**config.mk**
```make
export PLATFORM = sky130hd
export DESIGN_NAME = button_conditioner_flat
export DESIGN_NICKNAME = d
export VERILOG_FILES = /design/src/rtl/button_conditioner_if.sv /design/src/rtl/button_conditioner.sv /design/src/flat_wrapper.sv
export SDC_FILE = /design/constraint.sdc
export NUM_CORES = 1
export LEC_CHECK = 0
export CAP_MARGIN = 10
export CORE_MARGIN = 3
export CORE_UTILIZATION = 35
export DETAILED_ROUTE_END_ITERATION = 8
export GPL_TIMING_DRIVEN = 0
export HOLD_SLACK_MARGIN = 0.12
export SETUP_SLACK_MARGIN = 0.4
export SYNTH_ARGS = -nofsm -noshare
export SYNTH_HDL_FRONTEND = slang
export SYNTH_SLANG_ARGS = --single-unit
```
**constraint.sdc**
```tcl
create_clock -name clk -period 2.07 [get_ports clk]
set_input_delay 0.207 -clock clk [delete_from_list [all_inputs] [get_ports clk]]
set_output_delay 0.207 -clock clk [all_outputs]
set_load 0.005 [all_outputs]
```
**src/rtl/button_conditioner_if.sv**
```systemverilog
// Purpose: bundle of raw button inputs and conditioned outputs between the
//          panel front end (master) and the alarm controller (slave).
// Latency: none (wires only); backpressure: none, every strobe is a one-cycle pulse.
//
// Members:
//   btn_n        raw active-low buttons, asynchronous to clk (slave drives)
//   tick_1ms     one-cycle tick strobe shared with the controller
//   btn_level    debounced level, 1 = held
//   btn_press    one-cycle strobe on accepted press
//   btn_release  one-cycle strobe on accepted release
//   btn_step     one-cycle strobe on press or auto-repeat
interface button_conditioner_if #(
    parameter int N_BTN = 3
);
    logic [N_BTN-1:0] btn_n;
    logic             tick_1ms;
    logic [N_BTN-1:0] btn_level;
    logic [N_BTN-1:0] btn_press;
    logic [N_BTN-1:0] btn_release;
    logic [N_BTN-1:0] btn_step;

    // The conditioner: consumes raw buttons, produces conditioned signals.
    modport master (
        input  btn_n,
        output tick_1ms,
        output btn_level,
        output btn_press,
        output btn_release,
        output btn_step
    );

    // The consumer side (controller / panel model): drives raw buttons.
    modport slave (
        output btn_n,
        input  tick_1ms,
        input  btn_level,
        input  btn_press,
        input  btn_release,
        input  btn_step
    );
endinterface

```
**src/rtl/button_conditioner.sv**
```systemverilog
// Purpose: synchronise, debounce and edge-detect active-low push buttons; export a 1 ms tick.
// Latency: raw edge -> strobe is 2 clk + DEBOUNCE_MS ticks (at most 2 + (DEBOUNCE_MS+1)*TICK_DIV clk).
// Backpressure: none; press/release/step/tick are one-cycle strobes the consumer must take.
//
// Ports:
//   clk   system clock
//   rst   synchronous reset, active-high
//   bus   button_conditioner_if.master (btn_n in; tick_1ms, btn_level,
//         btn_press, btn_release, btn_step out)
// Build option: define BUTTON_AUTOREPEAT_EN to add per-button auto-repeat on
// btn_step; without it btn_step is exactly btn_press.
module button_conditioner #(
    parameter int N_BTN           = 3,
    parameter int TICK_DIV        = 50000,
    parameter int DEBOUNCE_MS     = 20,
    parameter int REPEAT_DELAY_MS = 500,
    parameter int REPEAT_RATE_MS  = 100
) (
    input  logic                   clk,
    input  logic                   rst,
    button_conditioner_if.master   bus
);

    // Reject parameter values the counters below cannot honour.
    if (TICK_DIV < 2) begin : g_bad_tick_div
        $error("button_conditioner: TICK_DIV must be >= 2");
    end
    if (DEBOUNCE_MS < 1) begin : g_bad_debounce
        $error("button_conditioner: DEBOUNCE_MS must be >= 1");
    end
    if (REPEAT_RATE_MS < 1) begin : g_bad_rate
        $error("button_conditioner: REPEAT_RATE_MS must be >= 1");
    end
    if (REPEAT_DELAY_MS < 1) begin : g_bad_delay
        $error("button_conditioner: REPEAT_DELAY_MS must be >= 1");
    end

    localparam int DIV_W = $clog2(TICK_DIV);        // holds 0..TICK_DIV-1
    localparam int DB_W  = $clog2(DEBOUNCE_MS + 1); // holds 0..DEBOUNCE_MS

    // ------------------------------------------------------------------
    // Tick divider
    // ------------------------------------------------------------------
    logic [DIV_W-1:0] div_cnt;
    logic             tick;

    assign tick = (div_cnt == DIV_W'(TICK_DIV - 1));

    always_ff @(posedge clk) begin
        if (rst) begin
            div_cnt <= '0;
        end else if (tick) begin
            div_cnt <= '0;
        end else begin
            div_cnt <= div_cnt + DIV_W'(1);
        end
    end

    // ------------------------------------------------------------------
    // Two-flop synchroniser on the raw active-low inputs. Preset to 1 so
    // that reset looks like "all released".
    // ------------------------------------------------------------------
    logic [N_BTN-1:0] sync1;
    logic [N_BTN-1:0] sync2;
    logic [N_BTN-1:0] s;

    always_ff @(posedge clk) begin
        if (rst) begin
            sync1 <= '1;
            sync2 <= '1;
        end else begin
            sync1 <= bus.btn_n;
            sync2 <= sync1;
        end
    end

    assign s = ~sync2;

    // ------------------------------------------------------------------
    // Debounce: a new level must differ from the accepted one on
    // DEBOUNCE_MS consecutive ticks. Any tick that agrees restarts the count.
    // ------------------------------------------------------------------
    logic [DB_W-1:0]  db_cnt [N_BTN];
    logic [N_BTN-1:0] level_q;
    logic [N_BTN-1:0] press_q;
    logic [N_BTN-1:0] rel_q;
    logic [N_BTN-1:0] accept;

    always_comb begin
        accept = '0;
        for (int b = 0; b < N_BTN; b++) begin
            accept[b] = tick && (s[b] != level_q[b]) &&
                        ((int'(db_cnt[b]) + 1) >= DEBOUNCE_MS);
        end
    end

    always_ff @(posedge clk) begin
        if (rst) begin
            level_q <= '0;
            press_q <= '0;
            rel_q   <= '0;
            for (int b = 0; b < N_BTN; b++) begin
                db_cnt[b] <= '0;
            end
        end else begin
            // Strobes land on the same edge that moves the level.
            level_q <= (level_q & ~accept) | (s & accept);
            press_q <= accept & s;
            rel_q   <= accept & ~s;
            for (int b = 0; b < N_BTN; b++) begin
                if (tick) begin
                    if ((s[b] == level_q[b]) || accept[b]) begin
                        db_cnt[b] <= '0;
                    end else begin
                        db_cnt[b] <= db_cnt[b] + DB_W'(1);
                    end
                end
            end
        end
    end

    // ------------------------------------------------------------------
    // Auto-repeat
    // ------------------------------------------------------------------
    logic [N_BTN-1:0] rep_strobe;

`ifdef BUTTON_AUTOREPEAT_EN
    localparam int RP_MAX = (REPEAT_DELAY_MS > REPEAT_RATE_MS) ? REPEAT_DELAY_MS
                                                                : REPEAT_RATE_MS;
    localparam int RP_W   = $clog2(RP_MAX + 1);

    localparam logic [1:0] ST_IDLE   = 2'd0;
    localparam logic [1:0] ST_DELAY  = 2'd1;
    localparam logic [1:0] ST_REPEAT = 2'd2;

    logic [1:0]       rp_state [N_BTN];
    logic [RP_W-1:0]  rp_cnt   [N_BTN];
    logic [N_BTN-1:0] rep_q;

    always_ff @(posedge clk) begin
        if (rst) begin
            rep_q <= '0;
            for (int b = 0; b < N_BTN; b++) begin
                rp_state[b] <= ST_IDLE;
                rp_cnt[b]   <= '0;
            end
        end else begin
            for (int b = 0; b < N_BTN; b++) begin
                rep_q[b] <= 1'b0;
                // A release being accepted on this very edge wins over a
                // repeat that would otherwise fall due on the same tick.
                if ((accept[b] && !s[b]) || !level_q[b]) begin
                    rp_state[b] <= ST_IDLE;
                    rp_cnt[b]   <= '0;
                end else begin
                    case (rp_state[b])
                        ST_IDLE: begin
                            if (press_q[b]) begin
                                rp_state[b] <= ST_DELAY;
                                rp_cnt[b]   <= '0;
                            end
                        end
                        ST_DELAY: begin
                            if (tick) begin
                                if ((int'(rp_cnt[b]) + 1) >= REPEAT_DELAY_MS) begin
                                    rep_q[b]    <= 1'b1;
                                    rp_state[b] <= ST_REPEAT;
                                    rp_cnt[b]   <= '0;
                                end else begin
                                    rp_cnt[b] <= rp_cnt[b] + RP_W'(1);
                                end
                            end
                        end
                        ST_REPEAT: begin
                            if (tick) begin
                                if ((int'(rp_cnt[b]) + 1) >= REPEAT_RATE_MS) begin
                                    rep_q[b]  <= 1'b1;
                                    rp_cnt[b] <= '0;
                                end else begin
                                    rp_cnt[b] <= rp_cnt[b] + RP_W'(1);
                                end
                            end
                        end
                        default: begin
                            rp_state[b] <= ST_IDLE;
                            rp_cnt[b]   <= '0;
                        end
                    endcase
                end
            end
        end
    end

    assign rep_strobe = rep_q;
`else
    assign rep_strobe = '0;
`endif

    // ------------------------------------------------------------------
    // Outputs
    // ------------------------------------------------------------------
    assign bus.tick_1ms    = tick;
    assign bus.btn_level   = level_q;
    assign bus.btn_press   = press_q;
    assign bus.btn_release = rel_q;
    assign bus.btn_step    = press_q | rep_strobe;

endmodule
```
**src/flat_wrapper.sv**
```systemverilog
// flat-port wrapper written by rule: the top's interface ports become plain ports
module button_conditioner_flat 
#(
    parameter int N_BTN           = 3,
    parameter int TICK_DIV        = 50000,
    parameter int DEBOUNCE_MS     = 20,
    parameter int REPEAT_DELAY_MS = 500,
    parameter int REPEAT_RATE_MS  = 100
)
  (clk, rst, bus_btn_n, bus_tick_1ms, bus_btn_level, bus_btn_press, bus_btn_release, bus_btn_step);
  button_conditioner_if #(.N_BTN(N_BTN)) bus_i ();
  input  logic clk;
  input  logic rst;
  input wire logic [$bits(bus_i.btn_n)-1:0] bus_btn_n;
  output wire logic [$bits(bus_i.tick_1ms)-1:0] bus_tick_1ms;
  output wire logic [$bits(bus_i.btn_level)-1:0] bus_btn_level;
  output wire logic [$bits(bus_i.btn_press)-1:0] bus_btn_press;
  output wire logic [$bits(bus_i.btn_release)-1:0] bus_btn_release;
  output wire logic [$bits(bus_i.btn_step)-1:0] bus_btn_step;
  assign bus_i.btn_n = bus_btn_n;
  assign bus_tick_1ms = bus_i.tick_1ms;
  assign bus_btn_level = bus_i.btn_level;
  assign bus_btn_press = bus_i.btn_press;
  assign bus_btn_release = bus_i.btn_release;
  assign bus_btn_step = bus_i.btn_step;
  button_conditioner #(.N_BTN(N_BTN), .TICK_DIV(TICK_DIV), .DEBOUNCE_MS(DEBOUNCE_MS), .REPEAT_DELAY_MS(REPEAT_DELAY_MS), .REPEAT_RATE_MS(REPEAT_RATE_MS)) u_core (.clk(clk), .rst(rst), .bus(bus_i));
endmodule
```
==> metrics.cfg <==
[run_status]
status=completed

[global_routing]
overflow=0
grt_max_degree=25
antenna_found_initial=0
met3_usage=0.0385
grt_pass1_wl_um=6760
first_global_vias=1495
grtUsageTotal=0.120
grt_use_met1=0.147
met2_usage=0.194
top_usage_layer=met2

[final_layout]
antenna_cells=0
drive_gt1_frac=0.295
multi_input_area_mm2=0.00110
postLayoutCellArea_mm2=0.00285
area_delta_synth_final_pct=33.8
fin_nets=269
instances_no_fill=330
regArea_mm2=0.00109
utilization=0.499
fillCellCount=550

[timing]
slew_headroom=0.740
min_period_ps=1670
whs_ps=412
post-route-period-util=0.805
drv_slew=0
setup_violations=0
rsz0062_at_grt=true
finalClockSkew_ps=9.79
fmax_mhz=600
worst_pin_slew_ps=390
hold_viol_final=0

[clock_tree]
holdBufCountCts=0
cts_tree=yes
cts_max_level=2
tritoncts.num_buffers=5
clockBufferDepth=2
path_clk_slew_ps=90
cts_root_buf=clkbuf_8
clock_latency_ps=300
numClockSinks=46

[worst_setup_path]
endpoint_kind=flop
crit_path_max_fanout=6
r2r-start=u_core.db_cnt[1][1]
cp-start-kind=flop
rr_worst_depth=6
crit_type=reg2reg
cp.arrival_ps=1860
required_ps=2270
r2r_setup_slack_ps=400

[placed_design]
gp_congestion=0.732
hpwlAfterDp_um=2560
dpl-instance-area_mm2=0.00241
portBuffers=17
dp.cells=301

[routing]
totalWireLength_um=4230
drtIter0Drc=73
wire_per_inst_um=12.8
drc=0
dr.pass1.iters=5
vias_per_cell=4.86
vias=1603
ant_nets=0

[yosys]
synth_top_area_frac=0.292
yosys.cell_count.top_type=dfxtp_1
synthArstFlopShare=0
yosys_register_bits=46
avgSynthCellArea_um2=10.0
netlist_top_cells_area=dfxtp_1 29%, edfxtp_1 21%, xnor2_1 6.2%, nor2_1 5.1%, ha_1 4.1%
synth_common_cells=31 x dfxtp_1, 29 x nor2_1, 18 x nand2_1
syn-num-nets=224
synthFlopType=dfxtp_1
synth_cell_types=34
syn_inst=212
syn-cell-area_mm2=0.00213
yosys_warnings=0
synth_edf_count=15
yosysSeqAreaShare=0.503
yosys.area.top_type=dfxtp_1

[die]
rows=27
die_height_um=84.0
die_area_mm2=0.00705
pin_count=18
start_util=0.373
die_w_um=84.0
core_mm2=0.00571

[pwr]
peakVddDrop_mv=0.300
leakagePower_nw=1.04
p_per_area_mw_per_mm2=610

[hold_path]
hp-start=u_core.sync1[1]
hold_class=reg2reg
holdPathEnd=u_core.sync2[1]
hold_depth=1

[flow_run]
max_cap_viol_count=0

## power by group
part	total, mW	switching, mW	internal (mW)	leakage, nW
clock	0.661	0.300	0.362	0.0524
sequential	0.969	0.0206	0.949	0.411
combinational	0.106	0.0482	0.0575	0.573
## placed cells by master, fill, tap and decap left out, types with 5 or more instances in the layout
cell	n
xor2_1	6
nor2_1	23
buf_4	19
nand4_1	8
clkbuf_8	5
nor2_2	6
dfxtp_1	23
xnor2_1	15
buf_6	6
nand3_1	6
edfxtp_1	15
nand2_1	18
dfxtp_2	6
or2_2	7
inv_1	6
clkdlybuf4s50_1	16
## per-stage QoR
stage,worst slack [ps],power (mW),TNS (ps)
3_3_place_gp,-53.1,1.06,-187
5_1_grt,321,1.82,0
2_1_floorplan,405,1.04,0
3_5_place_dp,-79.8,1.06,-591
4_1_cts,400,1.74,0
6_report,404,1.74,0
## worst max path at each step
stage	slack (ps)	to	from	cells after the start
after floorplan	400	u_core.db_cnt[0][0]	u_core.div_cnt[0]	6
after global placement	-50	u_core.db_cnt[1][4]	rst	6
after detailed placement	-80	u_core.db_cnt[2][4]	rst	6
after CTS	400	bus_tick_1ms	u_core.div_cnt[0]	5
after global routing	320	u_core.db_cnt[2][2]	u_core.db_cnt[2][0]	6
final	400	flop	u_core.db_cnt[1][1]	6
## metal layers
layer  wire, um  up-vias
met5          0        -
met4         78        0
met3        174        6
met2       2020       30
met1       1960      741
li1           -      826
## timing repair
item / CTS / global route
setup endpoints to repair: 47 / 37
cloned: 0 / 1
pin swaps: 6 / 16
gates resized for setup: 21 / 31
setup buffers: 9 / 11
## cell type report
class / count / share of cell area
Sequential cell: 46 / 0.381
Timing Repair Buffer: 38 / 0.125
Tap cell: 72 / 0.0316
Clock inverter: 1 / 0.0105
Clock buffer: 7 / 0.0268
Inverter: 6 / 0.00791
Multi-Input combinational cell: 151 / 0.386
Buffer: 9 / 0.0312
## sequential cells by signal, indices dropped and copies added (netlist names), named ones only
name                    cells
u_core.sync1                3
u_core.bus.btn_press        3
u_core.div_cnt             16
u_core.db_cnt              15
u_core.sync2                3
u_core.bus.btn_release      3
## critical path: stages (launching register included)
cell      delay (ps)
edfxtp_1         460
ha_4             220
or2_4            220
o211ai_1         140
buf_4            190
a21oi_4           50
mux2_4           290
## cells by family (layout without fill, tap and decap cells)
logic type	count (synthesis)	in the layout	synth area share
XOR/XNOR	21	21	0.0864
AO/OA/AOI/OAI	19	19	0.0564
AND/OR/NAND/NOR	101	101	0.265
multiplexers	3	3	0.0159
flip-flops	46	46	0.503
adder cells (fa/ha/maj)	7	7	0.0412
buffers and inverters	15	61	0.0323
Note: power is estimated with default switching activity, not from simulation.
